==> src/rtl/inv_witness_search_ctrl.sv <==
// Sequential witness search for bvslt(bvlshr(x, s), t): one candidate per cycle through a shared shift/compare path.
// Optional SKOLEM_HINT_EN adds a one-cycle hint evaluation before the linear sweep.
`default_nettype none

module inv_witness_search_ctrl #(
  parameter int WIDTH = 4,
  parameter int CNT_W = WIDTH + 1
) (
  input  logic             clk,
  input  logic             rst_n,
  input  logic             in_valid,
  output logic             in_ready,
  input  logic [WIDTH-1:0] in_s,
  input  logic [WIDTH-1:0] in_t,
`ifdef SKOLEM_HINT_EN
  input  logic [WIDTH-1:0] in_hint,
  output logic             out_hint_used,
`endif
  input  logic             flush,
  output logic             out_valid,
  input  logic             out_ready,
  output logic             out_found,
  output logic [WIDTH-1:0] out_x,
  output logic [CNT_W-1:0] out_evals
);

  localparam logic [1:0] IDLE   = 2'd0;
  localparam logic [1:0] SEARCH = 2'd1;
  localparam logic [1:0] DONE   = 2'd2;
`ifdef SKOLEM_HINT_EN
  localparam logic [1:0] HINT   = 2'd3;
  localparam logic [CNT_W-1:0] EV_OFF = CNT_W'(2);
`else
  localparam logic [CNT_W-1:0] EV_OFF = CNT_W'(1);
`endif
  localparam logic [CNT_W-1:0] LAST = CNT_W'((1 << WIDTH) - 1);

  logic [1:0]       state;
  logic [WIDTH-1:0] s_q;
  logic [WIDTH-1:0] t_q;
  logic [CNT_W-1:0] cnt;
  logic [WIDTH-1:0] cand;
  logic [WIDTH-1:0] sh;
  logic             hit;
`ifdef SKOLEM_HINT_EN
  logic [WIDTH-1:0] hint_q;
`endif

  assign in_ready  = (state == IDLE);
  assign out_valid = (state == DONE);

  // The hint and the sweep counter share one shift/compare path.
  always_comb begin
    cand = cnt[WIDTH-1:0];
`ifdef SKOLEM_HINT_EN
    if (state == HINT) cand = hint_q;
`endif
  end

  always_comb begin
    sh = '0;
    if (32'(s_q) < 32'(WIDTH)) sh = cand >> s_q;
  end

  assign hit = $signed(sh) < $signed(t_q);

  always_ff @(posedge clk or negedge rst_n) begin
    if (!rst_n) begin
      state     <= IDLE;
      s_q       <= '0;
      t_q       <= '0;
      cnt       <= '0;
      out_found <= 1'b0;
      out_x     <= '0;
      out_evals <= '0;
`ifdef SKOLEM_HINT_EN
      hint_q        <= '0;
      out_hint_used <= 1'b0;
`endif
    end else if (flush) begin
      state <= IDLE;
    end else begin
      case (state)
        IDLE: begin
          if (in_valid) begin
            s_q <= in_s;
            t_q <= in_t;
            cnt <= '0;
`ifdef SKOLEM_HINT_EN
            hint_q <= in_hint;
            state  <= HINT;
`else
            state  <= SEARCH;
`endif
          end
        end
`ifdef SKOLEM_HINT_EN
        HINT: begin
          if (hit) begin
            state         <= DONE;
            out_found     <= 1'b1;
            out_x         <= hint_q;
            out_evals     <= CNT_W'(1);
            out_hint_used <= 1'b1;
          end else begin
            state <= SEARCH;
          end
        end
`endif
        SEARCH: begin
          // Termination is decided before the increment so cnt never wraps.
          if (hit) begin
            state     <= DONE;
            out_found <= 1'b1;
            out_x     <= cnt[WIDTH-1:0];
            out_evals <= cnt + EV_OFF;
`ifdef SKOLEM_HINT_EN
            out_hint_used <= 1'b0;
`endif
          end else if (cnt == LAST) begin
            state     <= DONE;
            out_found <= 1'b0;
            out_x     <= '0;
            out_evals <= LAST + EV_OFF;
`ifdef SKOLEM_HINT_EN
            out_hint_used <= 1'b0;
`endif
          end else begin
            cnt <= cnt + CNT_W'(1);
          end
        end
        DONE: begin
          if (out_ready) state <= IDLE;
        end
        default: state <= IDLE;
      endcase
    end
  end

endmodule

`default_nettype wire
==> config.mk <==
export PLATFORM = sky130hd
export DESIGN_NAME = inv_witness_search_ctrl
export DESIGN_NICKNAME = d
export VERILOG_FILES = /design/src/rtl/inv_witness_search_ctrl.sv
export SDC_FILE = /design/constraint.sdc
export NUM_CORES = 1
export LEC_CHECK = 0
export BUFFER_PORTS_ARGS = -buffer_cell sky130_fd_sc_hd__buf_2
export CAP_MARGIN = 20
export CORE_UTILIZATION = 50
export DETAILED_ROUTE_END_ITERATION = 7
export PLACE_DENSITY_LB_ADDON = 0.05
export SLEW_MARGIN = 20
export SYNTH_ARGS = -nofsm -noshare
export SYNTH_HDL_FRONTEND = slang
export SYNTH_SLANG_ARGS = --single-unit
==> constraint.sdc <==
create_clock -name clk -period 4.4 [get_ports clk]
set_input_delay 1.32 -clock clk [delete_from_list [all_inputs] [get_ports clk]]
set_output_delay 1.32 -clock clk [all_outputs]
set_load 0.005 [all_outputs]
### After elaboration in Yosys (flattened, before gate mapping)

Index checks and enable logic that the tools add are counted.

| word-level totals | value |
|---|---|
| flip-flop bits (word level) | 25 |
| latch bits | 0 |
| RAM bits | 0 |
| ROM bits | 0 |
| input bits | 13 |
| output and inout bits | 12 |
| logic and storage cells | 45 |
| memories kept | 0 |

| cells by class | value |
|---|---|
| add/sub/neg operators | 1 |
| multipliers | 0 |
| div/mod/pow operators | 0 |
| magnitude comparators | 2 |
| equal/unequal tests | 9 |
| shift-type cells | 1 |
| mux-type cells | 17 |
| bitwise logic cells | 1 |
| reductions and logical operators | 7 |

Operators with widths:

| kind | count |
|---|---|
| $mux W5 | 5 |
| $mux W4 | 3 |
| $mux W2 | 5 |
| $pmux W5 S2 | 1 |
| $reduce_and A3 Y1 | 3 |
| $ne A2 B2 Y1 const B | 3 |
| $ne A3 B2 Y1 const B | 2 |
| $pmux W2 S3 | 1 |
| $add A5 B1 Y5 const B | 1 |
| $eq A5 B4 Y1 const B | 1 |
| $reduce_and A5 Y1 | 1 |
| $lt A4 B3 Y1 const B | 1 |
| $lt A4 B4 Y1 | 1 |
| $ne A4 B4 Y1 const B | 1 |
| $reduce_bool A2 Y1 | 2 |
| $shr A4 B4 Y4 | 1 |
| $eq A2 B1 Y1 const B | 1 |
| $eq A2 B2 Y1 const B | 1 |
| $logic_not A2 Y1 | 1 |
| $mux W1 | 2 |
| $not A1 Y1 | 1 |

### Depth between registers and ports, before layout

Gate-level depths: netlist of run 1.

| depth | value |
|---|---|
| depth after elaboration | 6 |
| gate-level depth with buffers | 12 |
| depth with buffers taken out | 10 |

### Worst setup path after synthesis of run 1

No wires, ideal clock.

| path | value |
|---|---|
| path type | register to register |
| start point | register s_q[3] |
| end point | register cnt[3] |
| arrival time | 2.142 ns |
| data required time | 4.267 ns |
| slack | 2.125 ns |
| cell stages (with the launch flop) | 9 |
| path buffers | 0 |
| clock period less this slack | 2.275 ns |
| cell sequence | dfrtp_1 or3_1 nor3b_1 ha_1 nor3b_2 a211oi_2 o211ai_1 o211ai_2 o31ai_1 |

| on the way | value |
|---|---|
| word-level cells in the longest chain between the ends | 5 |

RTL lines:

| item | line | source |
|---|---|---|
| start, declared | 39 | `logic [WIDTH-1:0] s_q;` |
| start signal, assigned | 86 | `s_q <= in_s;` |
| $lt A4 B3 Y1 or $shr A4 B4 Y4 (tied branches) | 62 | `if (32'(s_q) < 32'(WIDTH)) sh = cand >> s_q;` |
| $mux W4 * | 62 |  |
| $lt A4 B4 Y1 * | 65 | `assign hit = $signed(sh) < $signed(t_q);` |
| $ne A2 B2 Y1 (no line) * | - |  |
| $reduce_and A5 Y1 (no line) * | - |  |
| end signal, assigned | 129 | `cnt <= cnt + CNT_W'(1);` |
| end, declared | 41 | `logic [CNT_W-1:0] cnt;` |

Every way passes the cells marked *; elsewhere a longest branch is shown, timed or not.
A chain may end at the register's enable or synchronous reset.

### Worst setup path after layout of run 1

| path | value |
|---|---|
| start point | register s_q[3] |
| end point | register out_evals[0] |

| on the way | value |
|---|---|
| word-level cells in the longest chain between the ends | 5 |

RTL lines:

| item | line | source |
|---|---|---|
| $lt A4 B3 Y1 or $shr A4 B4 Y4 (tied branches) | 62 |  |
| $mux W4 * | 62 |  |
| $lt A4 B4 Y1 * | 65 |  |
| $reduce_bool A2 Y1 (no line) | - |  |
| $reduce_and A3 Y1 (no line) | - |  |
| end signal, assigned | 116 | `out_evals <= cnt + EV_OFF;` |
| end signal, assigned | 124 | `out_evals <= LAST + EV_OFF;` |
| end, declared | 24 | `output logic [CNT_W-1:0] out_evals` |

Marks and branches as above.

==> results.ini, run 1 <==
[clock_tree]
clock_path_buffers = 2
htree_levels = 1
worstSkewPairLatency_ns = 0.31
cts_buffers = 3
cts.sinks = 25
ctsHoldBuffers = 0
cts_tree = done
cts_post_setup_buffers_inserted = 0
root_buffer = clkbuf_4
ctsResizeCount = 0
clk_pin_slew_ns = 0.13

[drt]
wl_microns = 2250
dr.pass1.iters = 4
drtAntennaViolNets = 0
drtIter0Drc = 14
drc = 0
viasPerCell = 5.52
wl_per_cell_microns = 12.9
dr_total_vias = 960

[timing]
hold_viol = 0
rsz0062_at_grt = no
whs_ns = 0.486
max_freq_ghz = 0.390
setup_slack_ns = 1.84
finClkSkew_ns = 0.00490
worst_slew_pin_slew_ns = 0.528
finalCritPeriodShare_pct = 58.3
tns_ns = 0
maxSlewViolCount = 0
fin_crit_ns = 2.56
relSlewSlack_pct = 64.8
setup_viol = 0

[worst_setup_path]
start_kind = register
path_cells = or3_1, nor3b_1, ha_1, nor3b_2, nand3b_1, o21ai_2, nand2_2, a22o_1
critPathSlowestCell = or3_1
critPathKind = register to register
slowest_delay_ns = 0.43
crit_fanout = 9
end_kind = register
cp_data_arrival_time_ns = 2.77
required_ns = 4.60

[pwr]
intPower_mw = 0.454
vdd_drop_max_v = 0.000296
power_frac_comb_pct = 36.7
p_per_area_nw_per_um2 = 505
clkPwrFrac_pct = 13.8
power_switching_mw = 0.265
power_leakage_nw = 0.704
p_seq_share_pct = 49.5
switching_share_pct = 36.9

[place]
pre_cts_ws_ns = 1.88
dpl.hpwl_microns = 1720
gp_congestion = 0.782
placed_area_sq_um = 1400
portBuffers = 24

[synthesis]
ys_seq_elements = 25
yosysTopAreaCellShare_pct = 49.6
synth_ff_type = dfrtp_1
syn_nets = 140
async_flop_share_pct = 100
synth_top_area_cell = dfrtp_1
seq_area_frac_synth_pct = 49.6
yosys_warnings = 0
synth_area_per_cell_sq_um = 10.3
yosysUniqueCellTypes = 37
yosysMostFrequentCell = dfrtp_1
synth-edff-count = 0
synth_area_leaders = dfrtp_1, a22o_1, nand2_1
netlist_instances = 122
synth.cell_area_sq_um = 1260
synthTopCellsByCount = dfrtp_1, nand2_1, a22o_1

[global_route]
track_usage_pct = 19.6
grt.busiest_layer = met2
grt_util_met3_pct = 2.61
antenna_found_initial = 0
grtUsageMet2_pct = 33.3
grt-ovfl-total = 0
grt.met1_usage_pct = 26.2
grt_pass1_vias = 937
grt_max_degree = 26
grt_pass1_wl_microns = 4000

[job]
maxCapViolCount = 0

[die]
dieHeight_microns = 52.3
initial_utilization_pct = 55.0
core_area_sq_um = 2300
io_pins = 25
die_area_sq_um = 2730
dieWidth_microns = 52.3
row_count = 17

[cells_and_area]
postLayoutCoreUtil_pct = 62.0
fin_area_sq_um = 1420
num-nets-final = 165
antenna_cells = 0
syn_to_final_growth_pct = 12.8
drive_gt1_share_pct = 26.7

[status]
outcome = finished clean

[worst_hold_path]
hold_path.class = register to register

==> area by class of cell <==
class | instances | area [sq um]
fillers | 210 | 873
flip-flops and latches | 25 | 626
multi-input cells | 84 | 579
repair buffers | 25 | 128
well taps | 28 | 35.0
inverters | 8 | 30.0
clock buffers | 4 | 26.3
==> power groups by stage <==
stage | clock (mW) | combinational, mW | sequential, mW
3_3_place_gp | 0 | 0.260 | 0.356
6_report | 0.0991 | 0.264 | 0.356
5_1_grt | 0.112 | 0.303 | 0.367
3_5_place_dp | 0 | 0.266 | 0.362
2_1_floorplan | 0 | 0.201 | 0.345
4_1_cts | 0.102 | 0.268 | 0.357
==> stage by stage <==
stage,std cells,total power [mW]
6_report,174,0.719
5_1_grt,174,0.781
4_1_cts,174,0.727
3_5_place_dp,170,0.628
3_3_place_gp,170,0.616
2_1_floorplan,122,0.545
==> worst max-delay path: cells and delay by family, from the launching register on <==
family,cells,cell delay [ns]
flops,1,0.42
compound gates,2,0.57
fa+ha+maj,1,0.17
simple gates,5,1.30
==> flip-flops by register name, summed over array words and instances (netlist names) <==
signal     flops
cnt            5
out_evals      5
out_x          4
s_q            4
t_q            4
state          2
out_found      1
==> layer usage <==
metal,share of wire [%],vias up
li1,-,483
met1,49,455
met2,47,20
met3,3.1,2
met4,0.62,0
met5,0,-
==> worst paths after layout <==
check | start | to | slack (ns) | depth (start not counted)
max in group asynchronous | rst_n | out_evals[1] | 3.08 | 1
min | out_found | out_found | 0.49 | 1
min reg2reg | out_found | out_found | 0.49 | 1
max | s_q[3] | out_evals[0] | 1.84 | 8
min in group asynchronous | rst_n | state[1] | 0.97 | 1
max reg2reg | s_q[3] | out_evals[0] | 1.84 | 8
==> logic make-up (layout without fill, tap and decap cells) <==
kind of cell,count (synthesis),in the layout,share of synthesized area (%)
and+or+nand+nor,41,41,16.3
AOI/OAI and AO/OA,33,33,20.9
DFF,25,25,49.6
buffers and inverters,13,37,4.56
adders and majority gates,5,5,4.96
muxes,3,3,2.38
xor gates and xnor gates,2,2,1.39
==> cell usage in the layout (no fill, tap or decap) <==
master / count
dfrtp_1: 25
buf_2: 24
nand2_1: 17
a22o_1: 9
inv_1: 8
o21ai_0: 8
nor2_1: 6
ha_1: 5
nand3_1: 4
mux2i_1: 3
clkbuf_4: 3
nor3_1: 2
nor2b_1: 2
o211ai_1: 2
o21ai_2: 2
a21oi_1: 2
o211ai_2: 2
o31ai_1: 2
or3_1: 1
nor3b_1: 1
a31oi_1: 1
and3_1: 1
nor3b_2: 1
nand3b_1: 1
or3b_1: 1
o22ai_2: 1
a211oi_2: 1
nand2b_1: 1
nand2_2: 1
and2_4: 1
xnor2_1: 1
xor2_1: 1
a21oi_2: 1
nor4_1: 1
a2111oi_2: 1
a21o_1: 1
clkbuf_1: 1
buf_4: 1
No activity file was read; power rests on OpenSTA's default activity.
==> run 2, diff against run 1 <==
- clock period: 4.4 -> 2.7 ns (I/O delays scaled with it)
==> run 2 against run 1 <==
Against the previous run:
- sequential share of layout area down 0.83 points
- non-clock buffer count grew 2
- routed wire length is 2.8% higher
- critical path type unchanged
- largest power group unchanged
==> results.ini, run 2 (synthesis results as in run 1) <==
[worst_hold_path]
hold_path.class = input port to asynchronous set/reset pin

[job]
maxCapViolCount = 0  ; unchanged

[cells_and_area]
mostFrequentLayoutCell = dfrtp_1
final_cell_mix = dfrtp_1, buf_2, nand2_1, a22o_1
fillers = 204  ; -2.9%
stdcell_count = 176  ; +1.1%
drive_gt1_share_pct = 28.4  ; +1.7 points
reg_top3 = cnt: 5 flops, out_evals: 5 flops
fin_area_sq_um = 1450  ; +1.9%
num-nets-final = 167  ; +1.2%
antenna_cells = 0  ; unchanged
syn_to_final_growth_pct = 15.0

[drt]
wl_microns = 2320  ; +2.8%
drtIter0Drc = 20  ; +6
drtAntennaViolNets = 0  ; unchanged
viasPerCell = 5.44  ; -1.3%
dr_total_vias = 958  ; -0.21%
wl_per_cell_microns = 13.2  ; +1.7%
dr.pass1.iters = 4  ; unchanged
drc = 0  ; unchanged

[place]
placed_area_sq_um = 1400  ; unchanged
placed_cells = 170  ; unchanged
dpl.hpwl_microns = 1720  ; unchanged
pre_cts_ws_ns = 0.178  ; -1.70 ns
gp_congestion = 0.782  ; unchanged
portBuffers = 24  ; unchanged

[die]
initial_utilization_pct = 55.0  ; unchanged
core_area_sq_um = 2300  ; unchanged
dieHeight_microns = 52.3  ; unchanged
dieWidth_microns = 52.3  ; unchanged
row_count = 17  ; unchanged
io_pins = 25  ; unchanged
die_area_sq_um = 2730  ; unchanged

[timing]
maxSlewViolCount = 0  ; unchanged
hold_viol = 0  ; unchanged
relSlewSlack_pct = 64.8  ; about the same
finalCritPeriodShare_pct = 93.1  ; +35 points
rsz0062_at_grt = no
setup_slack_ns = 0.185  ; -1.65 ns
worst_slew_pin_slew_ns = 0.529  ; +0.000406 ns
setup_viol = 0  ; unchanged
tns_ns = 0  ; unchanged
finClkSkew_ns = 0.00958  ; +0.00468 ns
max_freq_ghz = 0.398  ; +1.9%
fin_crit_ns = 2.51  ; -0.0487 ns

[global_route]
grt_pass1_vias = 937  ; unchanged
grt_max_degree = 26  ; unchanged
grt_pass1_wl_microns = 4000  ; unchanged
antenna_found_initial = 0  ; unchanged
track_usage_pct = 19.6  ; unchanged
grt-ovfl-total = 0  ; unchanged

[pwr]
p_per_area_nw_per_um2 = 835  ; +66%
power.total_mw = 1.21  ; +69%
power_leakage_nw = 0.715  ; +1.5%
vdd_drop_max_v = 0.000530  ; +79%

[worst_setup_path]
required_ns = 2.90  ; -1.70 ns
end_kind = register
cp_data_arrival_time_ns = 2.72  ; -0.05 ns
r2r-start = s_q[3]
timing.rr.end = out_evals[0]
start_kind = register
crit_fanout = 9  ; unchanged
reg2reg_slack_ns = 0.19  ; -1.65 ns
critPathKind = register to register
ff2ff_path_depth = 8  ; unchanged

[clock_tree]
cts_tree = done
clock_path_buffers = 2  ; unchanged
htree_levels = 1  ; unchanged
clk_pin_slew_ns = 0.14  ; about the same
cts.sinks = 25  ; unchanged
cts_buffers = 3  ; unchanged
root_buffer = clkbuf_4
worstSkewPairLatency_ns = 0.31  ; about the same

[status]
outcome = finished clean

==> run 2: cell count changes in the layout (fill, tap and decap cells not counted) <==
cell     previous run  this run
buf_4               1         3
nor3b_1             1         0
nor3b_2             1         2
o21ai_2             2         1
o21ai_4             0         1
==> run 2: final cells by class <==
| type | instances | area, sq um | area share, % |
|---|---|---|---|
| clock buffer | 4 | 26.3 | 1.81 |
| multi-input combinational | 84 | 592 | 40.8 |
| tap | 28 | 35.0 | 2.41 |
| timing repair buffer | 27 | 143 | 9.83 |
| sequential | 25 | 626 | 43.1 |
| inverter | 8 | 30.0 | 2.07 |
==> run 2: worst max-delay path, cell delays in order (launching register included) <==
cell	delay, ns
dfrtp_1	0.43
or3_1	0.44
nor3b_2	0.21
ha_1	0.17
nor3b_2	0.25
nand3b_1	0.24
o21ai_4	0.24
nand2_2	0.16
a22o_1	0.28
==> run 2: what timing repair did <==
| item | 4_1_cts | 5_1_grt |
|---|---|---|
| hold buffers | 0 | 0 |
| endpoints found under the setup margin | 0 | 14 |
| setup buffers | 0 | 2 |
| resized for setup | 0 | 2 |
==> run 2: per-layer routing <==
layer | vias up | GRT usage (%) | routed length, microns
li1 | 486 | - | -
met1 | 448 | 26.2 | 1120
met2 | 22 | 33.3 | 1100
met3 | 2 | 2.61 | 77
met4 | 0 | 5.26 | 14
met5 | - | 0 | 0
==> run 2: power by group <==
group / internal, mW / switching [mW]
logic: 0.219 / 0.250
clock network: 0.0576 / 0.105
registers: 0.486 / 0.0956
==> run 2: metrics by stage <==
| step | hold WS [ns] | utilization [%] |
|---|---|---|
| after floorplan | 0.446 | - |
| after global placement | 0.455 | 60.8 |
| after detailed placement | 0.460 | 60.8 |
| after CTS | 0.480 | 62.0 |
| after global routing | 0.486 | 63.2 |
| final | 0.451 | 63.2 |
==> run 2: how the worst max path moves through the flow <==
stage               cells after the start      endpoint    from
CTS                                     8  out_evals[0]  s_q[3]
global placement                        8  out_evals[1]  s_q[3]
finish                                  8  out_evals[0]  s_q[3]
detailed placement                      8  out_evals[0]  s_q[3]
floorplan                               8        cnt[3]  s_q[3]
global route                            8  out_evals[0]  s_q[3]
==> run 3, diff against run 2 <==
- CELL_PAD_IN_SITES_DETAIL_PLACEMENT: not set -> 1
- CELL_PAD_IN_SITES_GLOBAL_PLACEMENT: not set -> 2
- CORE_ASPECT_RATIO: not set -> 2
- CORE_UTILIZATION: 50 -> 33
==> run 3 against run 2 <==
Against the previous run:
- fmax fell by 0.59%
- largest power group unchanged
- routed wire length is 23% higher
- largest cell class unchanged
- cell count is 13% higher
- critical endpoint is now cnt[0]
==> results.ini, run 3 (synthesis results as in run 1) <==
[timing]
finalCritPeriodShare_pct = 93.7  ; +0.56 points
maxSlewViolCount = 0  ; unchanged
relSlewSlack_pct = 63.2  ; -1.6 points
fin_crit_ns = 2.53  ; +0.0150 ns
hold_viol = 0  ; unchanged
worst_slew_pin_slew_ns = 0.552  ; +0.0235 ns
max_freq_ghz = 0.395  ; -0.59%
finClkSkew_ns = 0.00741  ; -0.00218 ns
setup_viol = 0  ; unchanged
tns_ns = 0  ; unchanged

[cells_and_area]
syn_to_final_growth_pct = 19.3
drive_gt1_share_pct = 28.9  ; +0.48 points
reg_top3 = cnt: 5 flops, out_evals: 5 flops
antenna_cells = 0  ; unchanged
num-nets-final = 168  ; +0.60%
stdcell_count = 198  ; +13%
final_cell_mix = dfrtp_1, buf_2, nand2_1, a22o_1
mostFrequentLayoutCell = dfrtp_1

[worst_setup_path]
required_ns = 2.87  ; -0.03 ns
start_kind = register
crit_fanout = 5  ; -4
critPathKind = register to register
end_kind = register
cp_data_arrival_time_ns = 2.70  ; -0.02 ns
reg2reg_slack_ns = 0.17  ; about the same

[drt]
drtIter0Drc = 2  ; -90%
wl_per_cell_microns = 14.4  ; +9.7%
viasPerCell = 4.95  ; -9.0%
drc = 0  ; unchanged
dr.pass1.iters = 3  ; -1
drtAntennaViolNets = 0  ; unchanged
wl_microns = 2860  ; +23%
dr_total_vias = 981  ; +2.4%

[die]
dieWidth_microns = 45.7  ; -12%
dieHeight_microns = 89.5  ; +71%
io_pins = 25  ; unchanged
core_area_sq_um = 3650  ; +59%
row_count = 31  ; +14
initial_utilization_pct = 34.6  ; -20 points
die_area_sq_um = 4090  ; +50%

[pwr]
p_per_area_nw_per_um2 = 851  ; +1.8%
vdd_drop_max_v = 0.000444  ; -16%
power.total_mw = 1.28  ; +5.7%
power_leakage_nw = 0.732  ; +2.4%

[clock_tree]
cts_buffers = 3  ; unchanged
cts.sinks = 25  ; unchanged
htree_levels = 1  ; unchanged
clk_pin_slew_ns = 0.09  ; -0.05 ns
clock_path_buffers = 2  ; unchanged
cts_tree = done
root_buffer = clkbuf_8
worstSkewPairLatency_ns = 0.27  ; -0.04 ns

[global_route]
grt_util_met3_pct = 1.82  ; -0.79 points
grt_pass1_vias = 979  ; +4.5%
grt.busiest_layer = met2
grt_max_degree = 26  ; unchanged
antenna_found_initial = 0  ; unchanged
grt-ovfl-total = 0  ; unchanged
track_usage_pct = 16.0  ; -3.6 points
grt.met1_usage_pct = 16.3  ; -9.8 points
grtUsageMet2_pct = 30.4  ; -2.9 points
grt_pass1_wl_microns = 4660  ; +17%

[place]
portBuffers = 24  ; unchanged
dpl.hpwl_microns = 2190  ; +28%
gp_congestion = 0.748  ; -4.3%
placed_cells = 192  ; +13%

[job]
maxCapViolCount = 0  ; unchanged

[worst_hold_path]
hold_path.class = register to register

[status]
outcome = finished clean

[run 3: critical path, stage by stage (launching register included)]
cell and delay, ns:
dfrtp_1 0.41, or3_1 0.43, nor3b_1 0.20, ha_1 0.17
nor3b_4 0.24, nand3b_1 0.24, buf_4 0.21, o211ai_1 0.17
buf_4 0.18, nand3_1 0.07, o21ai_0 0.11
[run 3: timing repair]
| item | CTS | global route |
|---|---|---|
| hold buffers | 0 | 0 |
| setup buffers | 0 | 2 |
| endpoints found under the setup margin | 0 | 13 |
| resized for setup | 0 | 2 |
[run 3: final timing paths]
path | start | to | cells past startpoint
min | t_q[0] | t_q[0] | 2
min reg2reg | t_q[0] | t_q[0] | 2
max | s_q[3] | cnt[0] | 10
min in group asynchronous | rst_n | out_x[2] | 1
max in group asynchronous | rst_n | out_x[0] | 1
max reg2reg | s_q[3] | cnt[0] | 10
[run 3: layout make-up]
type                       count  area [sq um]
tap                           49          61.3
sequential                    25           626
clock inverter                 1          5.00
clock buffer                   3          41.3
fill                         441          2140
timing repair buffer          28           150
multi-input combinational     84           593
inverter                       8          30.0
[run 3: per-layer routing]
layer  vias up  wire, microns
li1        483              -
met1       479           1110
met2        15           1650
met3         4             52
met4         0             45
met5         -              0
[run 3: report_power, final]
| part | internal (mW) | total [mW] | switching, mW |
|---|---|---|---|
| combinational | 0.222 | 0.484 | 0.261 |
| clock | 0.103 | 0.219 | 0.116 |
| sequential | 0.486 | 0.578 | 0.0921 |
[run 3: stage by stage]
| step | area [sq um] | worst slack, ns | utilization, % | hold slack [ns] |
|---|---|---|---|---|
| finish | 1510 | 0.170 | 41.3 | 0.484 |
| global route | 1510 | -0.0337 | 41.3 | 0.517 |
| CTS | 1480 | 0.100 | 40.5 | 0.488 |
| detailed placement | 1430 | 0.137 | 39.3 | 0.467 |
| global placement | 1430 | 0.189 | 39.3 | 0.458 |
| floorplan | 1260 | 0.425 | - | 0.446 |
